### config.mk
export PLATFORM = sky130hd
export DESIGN_NAME = ins_fetch_queue
export DESIGN_NICKNAME = d
export VERILOG_FILES = /design/src/rtl/ins_fetch_queue.sv
export SDC_FILE = /design/constraint.sdc
export NUM_CORES = 1
export LEC_CHECK = 0
export CAP_MARGIN = 20
export CELL_PAD_IN_SITES_DETAIL_PLACEMENT = 1
export CELL_PAD_IN_SITES_GLOBAL_PLACEMENT = 1
export CORE_MARGIN = 2
export CORE_UTILIZATION = 35
export DETAILED_ROUTE_END_ITERATION = 8
export GPL_ROUTABILITY_DRIVEN = 1
export HOLD_SLACK_MARGIN = 0.12
export PLACE_DENSITY_LB_ADDON = 0.08
export SLEW_MARGIN = 40
export SYNTH_ARGS = -nofsm -noshare
export SYNTH_HDL_FRONTEND = slang
export SYNTH_SLANG_ARGS = --single-unit
### constraint.sdc
create_clock -name clk -period 9.5 [get_ports clk]
set_input_delay 1.9 -clock clk [delete_from_list [all_inputs] [get_ports clk]]
set_output_delay 1.9 -clock clk [all_outputs]
set_load 0.01 [all_outputs]
### src/rtl/ins_fetch_queue.sv
// Instruction fetch queue: streams sequential fetch addresses to a combinational
// code RAM and buffers the returned instructions in a small circular queue.

`ifndef PCWIDTH
`define PCWIDTH 8
`endif
`ifndef INSWIDTH
`define INSWIDTH 32
`endif
`ifndef NOP
`define NOP 14'h3A5C
`endif

module ins_fetch_queue #(
  parameter int DEPTH = 4,
  parameter int PTRW  = 2
) (
  input  logic                 clk,
  input  logic                 reset,
  output logic [`PCWIDTH-1:0]  pcToRam,
  input  logic [`INSWIDTH-1:0] insFromRam,
  output logic [`INSWIDTH-1:0] insOut,
  output logic [`PCWIDTH-1:0]  pcOut,
  output logic                 insValid,
  input  logic                 insTake,
  input  logic                 flush,
  input  logic [`PCWIDTH-1:0]  flushPc,
  output logic [PTRW:0]        count
);

  localparam logic [PTRW:0]        FULL_CNT = (PTRW+1)'(DEPTH);
  localparam logic [PTRW-1:0]      PTR_ONE  = PTRW'(1);
  localparam logic [PTRW:0]        CNT_ONE  = (PTRW+1)'(1);
  localparam logic [`PCWIDTH-1:0]  PC_ONE   = `PCWIDTH'(1);
  localparam logic [`INSWIDTH-1:0] NOP_WORD = {`NOP, 18'd0};

  logic [`INSWIDTH-1:0] ins_mem_q [DEPTH];
  logic [`INSWIDTH-1:0] ins_mem_d [DEPTH];
  logic [`PCWIDTH-1:0]  pc_mem_q  [DEPTH];
  logic [`PCWIDTH-1:0]  pc_mem_d  [DEPTH];

  logic [PTRW-1:0]      head_q, head_d;
  logic [PTRW-1:0]      tail_q, tail_d;
  logic [PTRW:0]        count_q, count_d;
  logic [`PCWIDTH-1:0]  fetch_pc_q, fetch_pc_d;
  logic [`INSWIDTH-1:0] ins_out_q, ins_out_d;
  logic [`PCWIDTH-1:0]  pc_out_q, pc_out_d;
  logic                 valid_q, valid_d;

  logic                 pop_s;
  logic                 push_s;
  logic                 full_s;

  // Next-state logic: queue bookkeeping, fetch address and the registered head view.
  always_comb begin
    full_s = (count_q == FULL_CNT);
    pop_s  = !flush && insTake && valid_q;
    push_s = !flush && (!full_s || pop_s);

    ins_mem_d  = ins_mem_q;
    pc_mem_d   = pc_mem_q;
    head_d     = head_q;
    tail_d     = tail_q;
    count_d    = count_q;
    fetch_pc_d = fetch_pc_q;

    if (flush) begin
      head_d     = {PTRW{1'b0}};
      tail_d     = {PTRW{1'b0}};
      count_d    = {(PTRW+1){1'b0}};
      fetch_pc_d = flushPc;
    end else begin
      if (push_s) begin
        ins_mem_d[tail_q] = insFromRam;
        pc_mem_d[tail_q]  = fetch_pc_q;
        tail_d            = tail_q + PTR_ONE;
        fetch_pc_d        = fetch_pc_q + PC_ONE;
      end else begin
        tail_d     = tail_q;
        fetch_pc_d = fetch_pc_q;
      end
      if (pop_s) begin
        head_d = head_q + PTR_ONE;
      end else begin
        head_d = head_q;
      end
      case ({push_s, pop_s})
        2'b10:   count_d = count_q + CNT_ONE;
        2'b01:   count_d = count_q - CNT_ONE;
        default: count_d = count_q;
      endcase
    end

    // The head view is computed from next state so the outputs come straight from flops.
    valid_d = (count_d != {(PTRW+1){1'b0}});
    if (valid_d) begin
      ins_out_d = ins_mem_d[head_d];
      pc_out_d  = pc_mem_d[head_d];
    end else begin
      ins_out_d = NOP_WORD;
      pc_out_d  = {`PCWIDTH{1'b0}};
    end
  end

  // State registers with synchronous reset that overrides flush, take and push.
  always_ff @(posedge clk) begin
    if (reset) begin
      for (int i = 0; i < DEPTH; i++) begin
        ins_mem_q[i] <= {`INSWIDTH{1'b0}};
        pc_mem_q[i]  <= {`PCWIDTH{1'b0}};
      end
      head_q     <= {PTRW{1'b0}};
      tail_q     <= {PTRW{1'b0}};
      count_q    <= {(PTRW+1){1'b0}};
      fetch_pc_q <= {`PCWIDTH{1'b0}};
      ins_out_q  <= NOP_WORD;
      pc_out_q   <= {`PCWIDTH{1'b0}};
      valid_q    <= 1'b0;
    end else begin
      for (int i = 0; i < DEPTH; i++) begin
        ins_mem_q[i] <= ins_mem_d[i];
        pc_mem_q[i]  <= pc_mem_d[i];
      end
      head_q     <= head_d;
      tail_q     <= tail_d;
      count_q    <= count_d;
      fetch_pc_q <= fetch_pc_d;
      ins_out_q  <= ins_out_d;
      pc_out_q   <= pc_out_d;
      valid_q    <= valid_d;
    end
  end

  assign pcToRam  = fetch_pc_q;
  assign insOut   = ins_out_q;
  assign pcOut    = pc_out_q;
  assign insValid = valid_q;
  assign count    = count_q;

endmodule

-- Word-level counts from Yosys, hierarchy flattened
Index checks and enable logic that the tools add are counted.
- bits in registers: 216
- output and inout bits: 52
- input bits: 44
- order comparisons: 3
- muxes and demuxes: 22
- bitwise gates (word level): 3
- $add $sub $neg: 5
- eq/ne operators: 3
- reduce and logical (&&, ||, !) cells: 11
- operator list (operator ; count):
    128-bit two-way mux ; 2
    32-bit two-way mux ; 5
    128-bit bitwise mux ; 1
    32-bit binary-select mux with 2-bit select ; 1
    32-bit demux with 2-bit select ; 1
    8-bit two-way mux ; 5
    32-bit bitwise mux ; 1
    8-bit binary-select mux with 2-bit select ; 1
    8-bit demux with 2-bit select ; 1
    8-bit by 1-bit adder with 8-bit output (second input constant) ; 1
    3-bit >= comparator (second input constant) ; 2
    2-bit inverter with 3-bit output ; 2
    3-bit one-hot mux with 2 select lines ; 1
    2-bit by 1-bit adder with 2-bit output (second input constant) ; 2
    1-bit logical AND ; 4
    2-bit two-way mux ; 2
    2-bit OR reduction ; 2
    3-bit by 1-bit adder with 3-bit output (second input constant) ; 1
    3-bit equality test (second input constant) ; 1
    3-bit by 1-bit less-than comparator with 1-bit output (second input constant) ; 1
    3-bit two-way mux ; 1
    3-bit nonzero test ; 1
    3-bit by 1-bit subtractor with 3-bit output (second input constant) ; 1
    2-bit by 1-bit equality test with 1-bit output (second input constant) ; 1
    5 further kinds ; 6

-- Logic depth before layout (Yosys ltp)
Gate-level depths: netlist (run 1).
- word-level depth: 11
- gate-level depth with buffers: 11

-- Least setup slack after synthesis (run 1)
Ideal clock, no wire load.
- path type: input to register
- from: input flush
- to: register ins_out_q[24], in the netlist insOut[24]
- buffers on the path: 3
- data arrival time: 4.540 ns
- stages: 11
- data required time: 9.378 ns
- slack: 4.838 ns
- cells stage by stage: clkbuf_1 -> buf_1 -> a21o_1 -> ha_1 -> fa_1 -> xnor2_1 -> or3_4 -> a31o_4 -> or2_1 -> buf_6 -> o32a_1
- cells in the longest elaborated chain, start to end: 11
- RTL lines (what ; RTL line ; source):
    start: declaration ; 26 ; input logic flush,
    1-bit zero test ; 57, 58 ;
    1-bit logical AND (2 in a row) ; 57 ; pop_s = !flush && insTake && valid_q;
    1-bit logical OR ; 58 ; push_s = !flush && (!full_s || pop_s);
    1-bit logical AND ; 58 ;
    2-bit by 1-bit equality test with 1-bit output or 2-bit equality test (tied branches) ; 87 ; case ({push_s, pop_s})
    3-bit one-hot mux with 2 select lines ; 87 ;
    3-bit two-way mux ; 67 ; if (flush) begin
    3-bit nonzero test ; 95 ; valid_d = (count_d != {(PTRW+1){1'b0}});
    1-bit inverter (no source line) ; -- ;
    2-bit OR reduction (no source line) ; -- ;
    end signal: assignment ; 128 ; ins_out_q <= ins_out_d;
    end: declaration ; 46 ; logic [`INSWIDTH-1:0] ins_out_q, ins_out_d;
Parallel ways exist; a longest one is shown, timed or not. The select of a mux whose other input is x is not followed.
A chain may end at the register's enable or synchronous reset.

-- Worst setup path in the final report (run 1)
- from: input insTake
- to: register ins_out_q[4], in the netlist insOut[4]
- cells in the longest elaborated chain, start to end: 10
- RTL lines (what ; RTL line ; source):
    start: declaration ; 25 ; input logic insTake,
    1-bit logical AND (*) (2 in a row) ; 57 ;
    1-bit logical OR ; 58 ;
    1-bit logical AND ; 58 ;
    2-bit by 1-bit equality test with 1-bit output or 2-bit equality test (tied branches) ; 87 ;
    3-bit one-hot mux with 2 select lines ; 87 ;
    3-bit two-way mux ; 67 ;
    3-bit nonzero test ; 95 ;
    1-bit inverter (no source line) ; -- ;
    2-bit OR reduction (no source line) ; -- ;
Mark *: on every way between the ends. The rest lies on a longest branch, timed or not. The select of a mux whose other input is x is not followed.

==> flow_metrics.env, run 1 <==
export IMPL_status="finished, final reports clean"
export IMPL_antenna_found_initial=1
export IMPL_cts_buffer_depth=3
export IMPL_ys_seq_area_frac=0.504
export IMPL_period_needed_ns=4.71
export IMPL_ir_drop_v=0.000109
export IMPL_die_h_um=161
export IMPL_crit_chain="clkdlybuf4s50_1 -> nand2_2 -> a21o_1 -> ha_1 -> fa_1 -> xnor2_1 -> or3_4 -> a31o_4 -> nor3_4 -> buf_4 -> a32o_1"
export IMPL_wirelength_met1_mm=10.1
export IMPL_max_cap_violations=0
export IMPL_yosys_most_used_dff="dfxtp_1"
export IMPL_grt_ovfl_total=0
export IMPL_post_synth_top_area_cell="dfxtp_1"
export IMPL_crit_required_ns=9.94
export IMPL_cp_arrival_ns=5.15
export IMPL_ys_async_sr_fraction=0
export IMPL_fin_skew_ns=0.0193
export IMPL_yosys_warnings=0
export IMPL_antenna_cells=0
export IMPL_core_um2=24200
export IMPL_wl_met2_mm=11.8
export IMPL_cp_end_kind="flop"
export IMPL_grt_max_degree=93
export IMPL_drv_slew=0
export IMPL_cellPowerDensity_nw_per_um2=191
export IMPL_route_met3_wl_um=840
export IMPL_tightest_slew_ns=0.779
export IMPL_path_class="in -> reg"
export IMPL_fillCellCount=2631
export IMPL_cts_setup_buffers=0
export IMPL_synth_commonest_cells="dfxtp_1, mux2i_1, nor2_1"
export IMPL_synth_edff_count=0
export IMPL_htreeDepth=1
export IMPL_p_leak_nw=3.96
export IMPL_crit_fanout=32
export IMPL_synth_cells=851
export IMPL_syn_num_nets=902
export IMPL_finalSetupTns_ns=0
export IMPL_synthTopCellsByArea="dfxtp_1, mux2i_1, nor2_1"
export IMPL_hold_class="reg -> reg"
export IMPL_critical_path_slowest_cell="clkdlybuf4s50_1"
export IMPL_start_util=0.355
export IMPL_first_pass_iters=4
export IMPL_drt_iter0_markers=215
export IMPL_dieArea_um2=25800
export IMPL_io_buffers=95
export IMPL_wirelength_mm=23.1
export IMPL_ctsResizeCount=0
export IMPL_hold_viol_final=0
export IMPL_syn_area_um2=8590
export IMPL_slowest_delay_ns=0.52
export IMPL_startpoint_type="input pin"
export IMPL_synth_top_area_share=0.504
export IMPL_cts_root_buf="clkbuf_16"
export IMPL_die_w_um=161
export IMPL_clock_fmax_mhz=213
export IMPL_grt_pass1_vias=7032
export IMPL_drive_gt1_frac=0.0675
export IMPL_vias=6317
export IMPL_avgRoutedWirePerCell_um=18.4
export IMPL_cts_hold_buffers=0
export IMPL_place_inst=1215
export IMPL_rsz0062_at_grt="no"
export IMPL_grt_first_pass_wirelength_mm=37.3
export IMPL_top_layer="met4"
export IMPL_clock_sinks=216
export IMPL_relSlewSlack=0.481
export IMPL_fin_crit_sh=0.495
export IMPL_synth_most_common_cell="dfxtp_1"
export IMPL_synth_seq_cells=216
export IMPL_vias_per_cell=5.02
export IMPL_drc_errors=0
export IMPL_final_util=0.439
export IMPL_area_growth_pct=23.5
export IMPL_gp_congestion=0.752
export IMPL_finalSetupViolCount=0
export IMPL_clk_pin_slew_ns=0.06
export IMPL_synth_cell_types=36
export IMPL_grt_usage=0.180
export IMPL_io_pins=96
export IMPL_insertion_delay_ns=0.51
export IMPL_dp_hpwl_mm=14.4
export IMPL_numCtsBuffers=25
export IMPL_cts_tree="yes"
export IMPL_num_rows=57
export IMPL_final_antenna_net_count=0
export IMPL_syn_avg_cell_area_um2=10.1
export IMPL_layoutNonFillerInstCount=1258
export IMPL_final_nets=969
[metrics by stage]
step           power (W)  instance area [um2]  hold slack, ns  setup WS, ns
5_1_grt          0.00211                10600           0.513          4.62
3_3_place_gp     0.00113                 9790           0.466          3.64
2_1_floorplan    0.00107                 8590           0.455          4.84
6_report         0.00203                10600           0.486          4.79
4_1_cts          0.00206                10600           0.490          4.33
3_5_place_dp     0.00115                 9840           0.476          3.81
[registers in the layout, indices dropped and copies added (netlist names)]
| signal | flops |
|---|---|
| insValid | 1 |
| pc_mem_q | 32 |
| head_q | 2 |
| ins_mem_q | 128 |
| pcToRam | 8 |
| pcOut | 8 |
| count | 3 |
| insOut | 32 |
| tail_q | 2 |
[logic make-up after synthesis]
family                     count (synthesis)  share of synthesized area
adders and majority gates                  7                     0.0111
DFF                                      216                      0.504
buffers and inverters                     68                     0.0347
xor gates and xnor gates                  12                     0.0122
AOI/OAI and AO/OA                         57                     0.0606
muxes                                    212                      0.247
and+or+nand+nor                          279                      0.130
[final cells by class]
cell class                 instances  area, um2  share of cell area
sequential                       216       4320               0.408
clock inverter                     9       78.8             0.00743
tap                              324        405              0.0382
multi-input combinational        567       4040               0.381
clock buffer                      34        689              0.0650
timing repair buffer             105       1060              0.0997
inverter                           3       11.3             0.00106
[per-layer routing]
metal / GRT usage / vias to the layer above
li1: - / 3036
met1: 0.214 / 3150
met2: 0.339 / 103
met3: 0.0287 / 28
met4: 0.0401 / 0
met5: 0 / -
[critical path: cells and delay by family]
kind            cells  cell delay [ns]
fa+ha+maj           2             0.62
xor+xnor            1             0.15
buf+inv             2             0.94
simple gates        3             0.73
compound gates      3             0.76
[placed cells by master, fill, tap and decap left out, types with 2 or more instances in the layout]
| cell | instances |
|---|---|
| buf_4 | 6 |
| nand2b_1 | 5 |
| clkbuf_8 | 3 |
| a32o_1 | 32 |
| nor2_1 | 194 |
| nand2_1 | 65 |
| or2_1 | 2 |
| o32a_1 | 8 |
| dfxtp_1 | 216 |
| mux2i_1 | 209 |
| buf_6 | 3 |
| clkinv_2 | 6 |
| o2111ai_1 | 4 |
| o21ai_0 | 2 |
| clkbuf_1 | 6 |
| a21oi_1 | 2 |
| a21o_1 | 2 |
| clkbuf_16 | 25 |
| clkdlybuf4s50_1 | 93 |
| nand3_1 | 2 |
| xor2_1 | 5 |
| inv_1 | 3 |
| ha_1 | 6 |
| xnor2_1 | 7 |
| a21oi_4 | 4 |
[report_power, final]
| part | internal [W] | switching, W |
|---|---|---|
| clock network | 0.000534 | 0.000373 |
| registers | 0.000933 | 0.0000163 |
| logic | 0.0000793 | 0.0000950 |
[worst paths after layout]
| check | slack (ns) | cells after the start | from | end |
|---|---|---|---|---|
| max | 4.79 | 11 | insTake | insOut[4] |
| min | 0.49 | 2 | pc_mem_q[9] | pc_mem_q[9] |
| max reg2reg | 6.29 | 10 | count[2] | insOut[4] |
| min reg2reg | 0.49 | 2 | pc_mem_q[9] | pc_mem_q[9] |
Note: power is estimated with default switching activity, not from simulation.
==> run 2, diff against run 1 <==
- clock period: 9.5 -> 4.16 ns (I/O delays scaled with it)
==> flow_metrics.env, run 2 (same netlist as run 1, synthesis figures left out) <==
export IMPL_antenna_found_initial=1
export IMPL_dp_hpwl_mm=14.4
export IMPL_clock_fmax_mhz=293
export IMPL_largest_register="ins_mem_q"
export IMPL_grt_usage=0.179
export IMPL_ctsResizeCount=0
export IMPL_insertion_delay_ns=0.51
export IMPL_io_buffers=95
export IMPL_p_leak_nw=4.01
export IMPL_cp_arrival_ns=3.80
export IMPL_finalSetupTns_ns=0
export IMPL_wirelength_mm=23.3
export IMPL_mostFrequentLayoutCells="dfxtp_1, mux2i_1, nor2_1"
export IMPL_clock_sinks=216
export IMPL_start_util=0.355
export IMPL_crit_fanout=8
export IMPL_die_w_um=161
export IMPL_fin_crit_sh=0.820
export IMPL_cts_root_buf="clkbuf_16"
export IMPL_area_growth_pct=25.0
export IMPL_period_needed_ns=3.41
export IMPL_final_antenna_net_count=0
export IMPL_startpoint="insTake"
export IMPL_rsz0062_at_grt="no"
export IMPL_htreeDepth=1
export IMPL_place_inst=1222
export IMPL_startpoint_type="input pin"
export IMPL_layout_commonest_cell="dfxtp_1"
export IMPL_drive_gt1_frac=0.0722
export IMPL_relSlewSlack=0.471
export IMPL_die_h_um=161
export IMPL_final_nets=976
export IMPL_vias=6336
export IMPL_holdWs_ns=0.485
export IMPL_vias_per_cell=5.00
export IMPL_crit_required_ns=4.55
export IMPL_fin_ws_ns=0.750
export IMPL_cts_tree="yes"
export IMPL_final_util=0.444
export IMPL_clk_pin_slew_ns=0.06
export IMPL_first_pass_iters=4
export IMPL_hold_class="reg -> reg"
export IMPL_hold_viol_final=0
export IMPL_tightest_slew_ns=0.794
export IMPL_fin_skew_ns=0.00904
export IMPL_cts_setup_buffers=0
export IMPL_finalSetupViolCount=0
export IMPL_multi_input_area_um2=4040
export IMPL_hold_start="pc_mem_q[7]"
export IMPL_cts_buffer_depth=3
export IMPL_ir_drop_v=0.000277
export IMPL_avgRoutedWirePerCell_um=18.4
export IMPL_max_cap_violations=0
export IMPL_io_pins=96
export IMPL_timing_rr_start="count[0]"
export IMPL_cellPowerDensity_nw_per_um2=434
export IMPL_grt_ovfl_total=0
export IMPL_antenna_cells=0
export IMPL_layoutNonFillerInstCount=1266
export IMPL_drv_slew=0
export IMPL_cp_end_kind="flop"
export IMPL_largest_reg_flops=128
export IMPL_grt_first_pass_wirelength_mm=37.2
export IMPL_grt_pass1_vias=6884
export IMPL_drt_iter0_markers=206
export IMPL_core_um2=24200
export IMPL_fillCellCount=2638
export IMPL_cts_hold_buffers=0
export IMPL_gp_congestion=0.726
export IMPL_grt_max_degree=85
export IMPL_drc_errors=0
export IMPL_num_rows=57
export IMPL_register_area_um2=4320
export IMPL_numCtsBuffers=25
export IMPL_status="finished, final reports clean"
export IMPL_dieArea_um2=25800
export IMPL_path_class="in -> reg"
export IMPL_post_place_ws_ns=0.199
## run 2: worst paths after layout
kind,cells after the start,slack (ns),endpoint
max,9,0.75,insOut[24]
min,2,0.49,pc_mem_q[7]
max reg2reg,9,0.91,insOut[24]
min reg2reg,2,0.49,pc_mem_q[7]
## run 2: metal layers
layer	track usage	part of all wire
met1	0.229	0.46
met2	0.316	0.49
met3	0.0315	0.039
met4	0.0414	0.017
met5	0	0
## run 2: critical path: stages
cell             delay [ns]
clkdlybuf4s50_1        0.47
and3b_1                0.30
ha_1                   0.27
fa_1                   0.42
xnor2_1                0.15
or3_4                  0.34
a31o_4                 0.27
or2_1                  0.35
o32a_1                 0.40
## run 2: layout make-up
type	instances	share of cell area
Sequential cell	216	0.403
Clock inverter	6	0.00571
Clock buffer	38	0.0675
Timing Repair Buffer	112	0.109
Inverter	3	0.00105
Multi-Input combinational cell	567	0.376
Tap cell	324	0.0378
## run 2: power by group
part / internal, W / leakage, nW / switching, W
combinational: 0.000187 / 1.87 / 0.000217
clock: 0.00126 / 0.384 / 0.000834
sequential: 0.00213 / 1.75 / 0.0000369
## run 2: stage by stage
step	total power [W]	area, um2
final	0.00466	10700
after global routing	0.00486	10700
after CTS	0.00474	10700
after detailed placement	0.00262	9940
after global placement	0.00260	9920
after floorplan	0.00244	8590
==> run 3, diff against run 2 <==
- clock period: 4.16 -> 3 ns (I/O delays scaled with it)
==> flow_metrics.env, run 3 (same netlist as run 1, synthesis figures left out) <==
export IMPL_cp_top_family="buffers and inverters"
export IMPL_max_cap_violations=0
export IMPL_insertion_delay_ns=0.51
export IMPL_hold_viol_final=0
export IMPL_mostFrequentLayoutCells="dfxtp_1, mux2i_1, nor2_1"
export IMPL_cts_tree="yes"
export IMPL_slowest_delay_ns=0.52
export IMPL_final_nets=988
export IMPL_rsz0062_at_grt="no"
export IMPL_finalSetupViolCount=0
export IMPL_layoutNonFillerInstCount=1279
export IMPL_largest_register="ins_mem_q"
export IMPL_htreeDepth=1
export IMPL_cp_arrival_ns=3.35
export IMPL_crit_required_ns=3.45
export IMPL_crit_chain="clkdlybuf4s50_1 -> nand2_2 -> a21o_1 -> ha_4 -> fa_2 -> xnor2_1 -> or3_4 -> a31o_4 -> buf_4 -> nor2_4 -> buf_12 -> a32o_1"
export IMPL_finalSetupTns_ns=0
export IMPL_crit_fanout=25
export IMPL_status="finished, final reports clean"
export IMPL_startpoint_type="input pin"
export IMPL_grt_pass1_vias=6812
export IMPL_place_inst=1235
export IMPL_drive_gt1_frac=0.0890
export IMPL_cts_root_buf="clkbuf_16"
export IMPL_fin_crit_sh=0.966
export IMPL_wl_met2_mm=11.2
export IMPL_reg2reg_depth=11
export IMPL_grt_usage=0.178
export IMPL_grt_first_pass_wirelength_mm=36.9
export IMPL_io_pins=96
export IMPL_fin_skew_ns=0.00557
export IMPL_critical_path_slowest_cell="clkdlybuf4s50_1"
export IMPL_route_met3_wl_um=903
export IMPL_dieArea_um2=25800
export IMPL_grt_max_degree=170
export IMPL_period_needed_ns=2.90
export IMPL_top_layer="met4"
export IMPL_wirelength_mm=23.1
export IMPL_layout_commonest_cell="dfxtp_1"
export IMPL_numCtsBuffers=24
export IMPL_die_w_um=161
export IMPL_avgRoutedWirePerCell_um=18.1
export IMPL_num_rows=57
export IMPL_drc_errors=0
export IMPL_cp_end_kind="flop"
export IMPL_first_pass_iters=4
export IMPL_gp_congestion=0.732
export IMPL_grt_ovfl_total=0
export IMPL_wirelength_met1_mm=10.7
export IMPL_drt_iter0_markers=221
export IMPL_ir_drop_v=0.000404
export IMPL_path_class="in -> reg"
export IMPL_vias=6330
export IMPL_area_growth_pct=27.5
export IMPL_clock_sinks=216
export IMPL_vias_per_cell=4.95
export IMPL_antenna_found_initial=0
export IMPL_cts_setup_buffers=0
export IMPL_core_um2=24200
export IMPL_worstSetupPathDepth=12
export IMPL_relSlewSlack=0.484
export IMPL_final_antenna_net_count=0
export IMPL_clk_pin_slew_ns=0.06
export IMPL_cellPowerDensity_nw_per_um2=610
export IMPL_io_buffers=95
export IMPL_p_leak_nw=4.11
export IMPL_start_util=0.355
export IMPL_clock_fmax_mhz=345
export IMPL_dp_hpwl_mm=14.5
export IMPL_hold_class="reg -> reg"
export IMPL_hold_depth=2
export IMPL_drv_slew=0
export IMPL_cts_buffer_depth=3
export IMPL_largest_reg_flops=128
export IMPL_antenna_cells=0
export IMPL_path_buf_inv=3
export IMPL_die_h_um=161
export IMPL_tightest_slew_ns=0.774
==> run 3: changes by cell type in the layout (fill, tap and decap cells not counted), sizes merged <==
cell	previous run	this run
buf	18	31
clkbuf	38	35
inv	4	3
bufinv	1	4
clkinv	3	4
==> run 3: per-layer routing <==
metal	vias to the layer above	track usage
met4	0	0.0348
li1	3072	-
met1	3142	0.226
met5	-	0
met2	91	0.316
met3	25	0.0325
==> run 3: report_power, final <==
part / internal [W] / switching [W] / leakage, nW
clock network: 0.00194 / 0.00115 / 0.410
registers: 0.00295 / 0.0000485 / 1.75
logic: 0.000272 / 0.000310 / 1.95
total: 0.00517 / 0.00151 / 4.11
==> run 3: worst register-to-register path: cells and delay by family, from the launching register on <==
kind | cells | cell delay (ns)
flops | 1 | 0.35
simple gates | 3 | 0.64
buf+inv | 2 | 0.35
xor+xnor | 1 | 0.15
compound gates | 3 | 0.70
fa+ha+maj | 2 | 0.50
==> run 3: repair_timing <==
item / 4_1_cts / 5_1_grt
resized for setup: 0 / 1
setup endpoints to repair: 0 / 3
hold buffers: 0 / 0
==> run 3: path summary, 6_finish.rpt <==
| check | start | endpoint | slack [ns] |
|---|---|---|---|
| setup / recovery | insTake | pcOut[1] | 0.10 |
| hold / removal | ins_mem_q[49] | ins_mem_q[49] | 0.49 |
| setup reg to reg | count[2] | pcOut[1] | 0.24 |
| hold reg to reg | ins_mem_q[49] | ins_mem_q[49] | 0.49 |
==> run 3: cell type report <==
cell class              instances  area [um2]
clock buffers                  35         693
clock inverters                 9         148
fillers                      2644       13200
inverters                       3        11.3
multi-input cells             567        4060
flip-flops and latches        216        4320
well taps                     324         405
repair buffers                125        1310
==> run 3: through the flow <==
stage | hold WS, ns | area (um2) | worst slack (ns) | util | total power [W]
after global routing | 0.518 | 11000 | 0.000937 | 0.453 | 0.00696
after floorplan | 0.455 | 8630 | -0.0454 | - | 0.00338
after global placement | 0.467 | 10100 | -0.355 | 0.418 | 0.00363
final | 0.486 | 11000 | 0.101 | 0.453 | 0.00668
after CTS | 0.492 | 10900 | 0.0821 | 0.453 | 0.00678
after detailed placement | 0.476 | 10100 | -0.420 | 0.418 | 0.00365
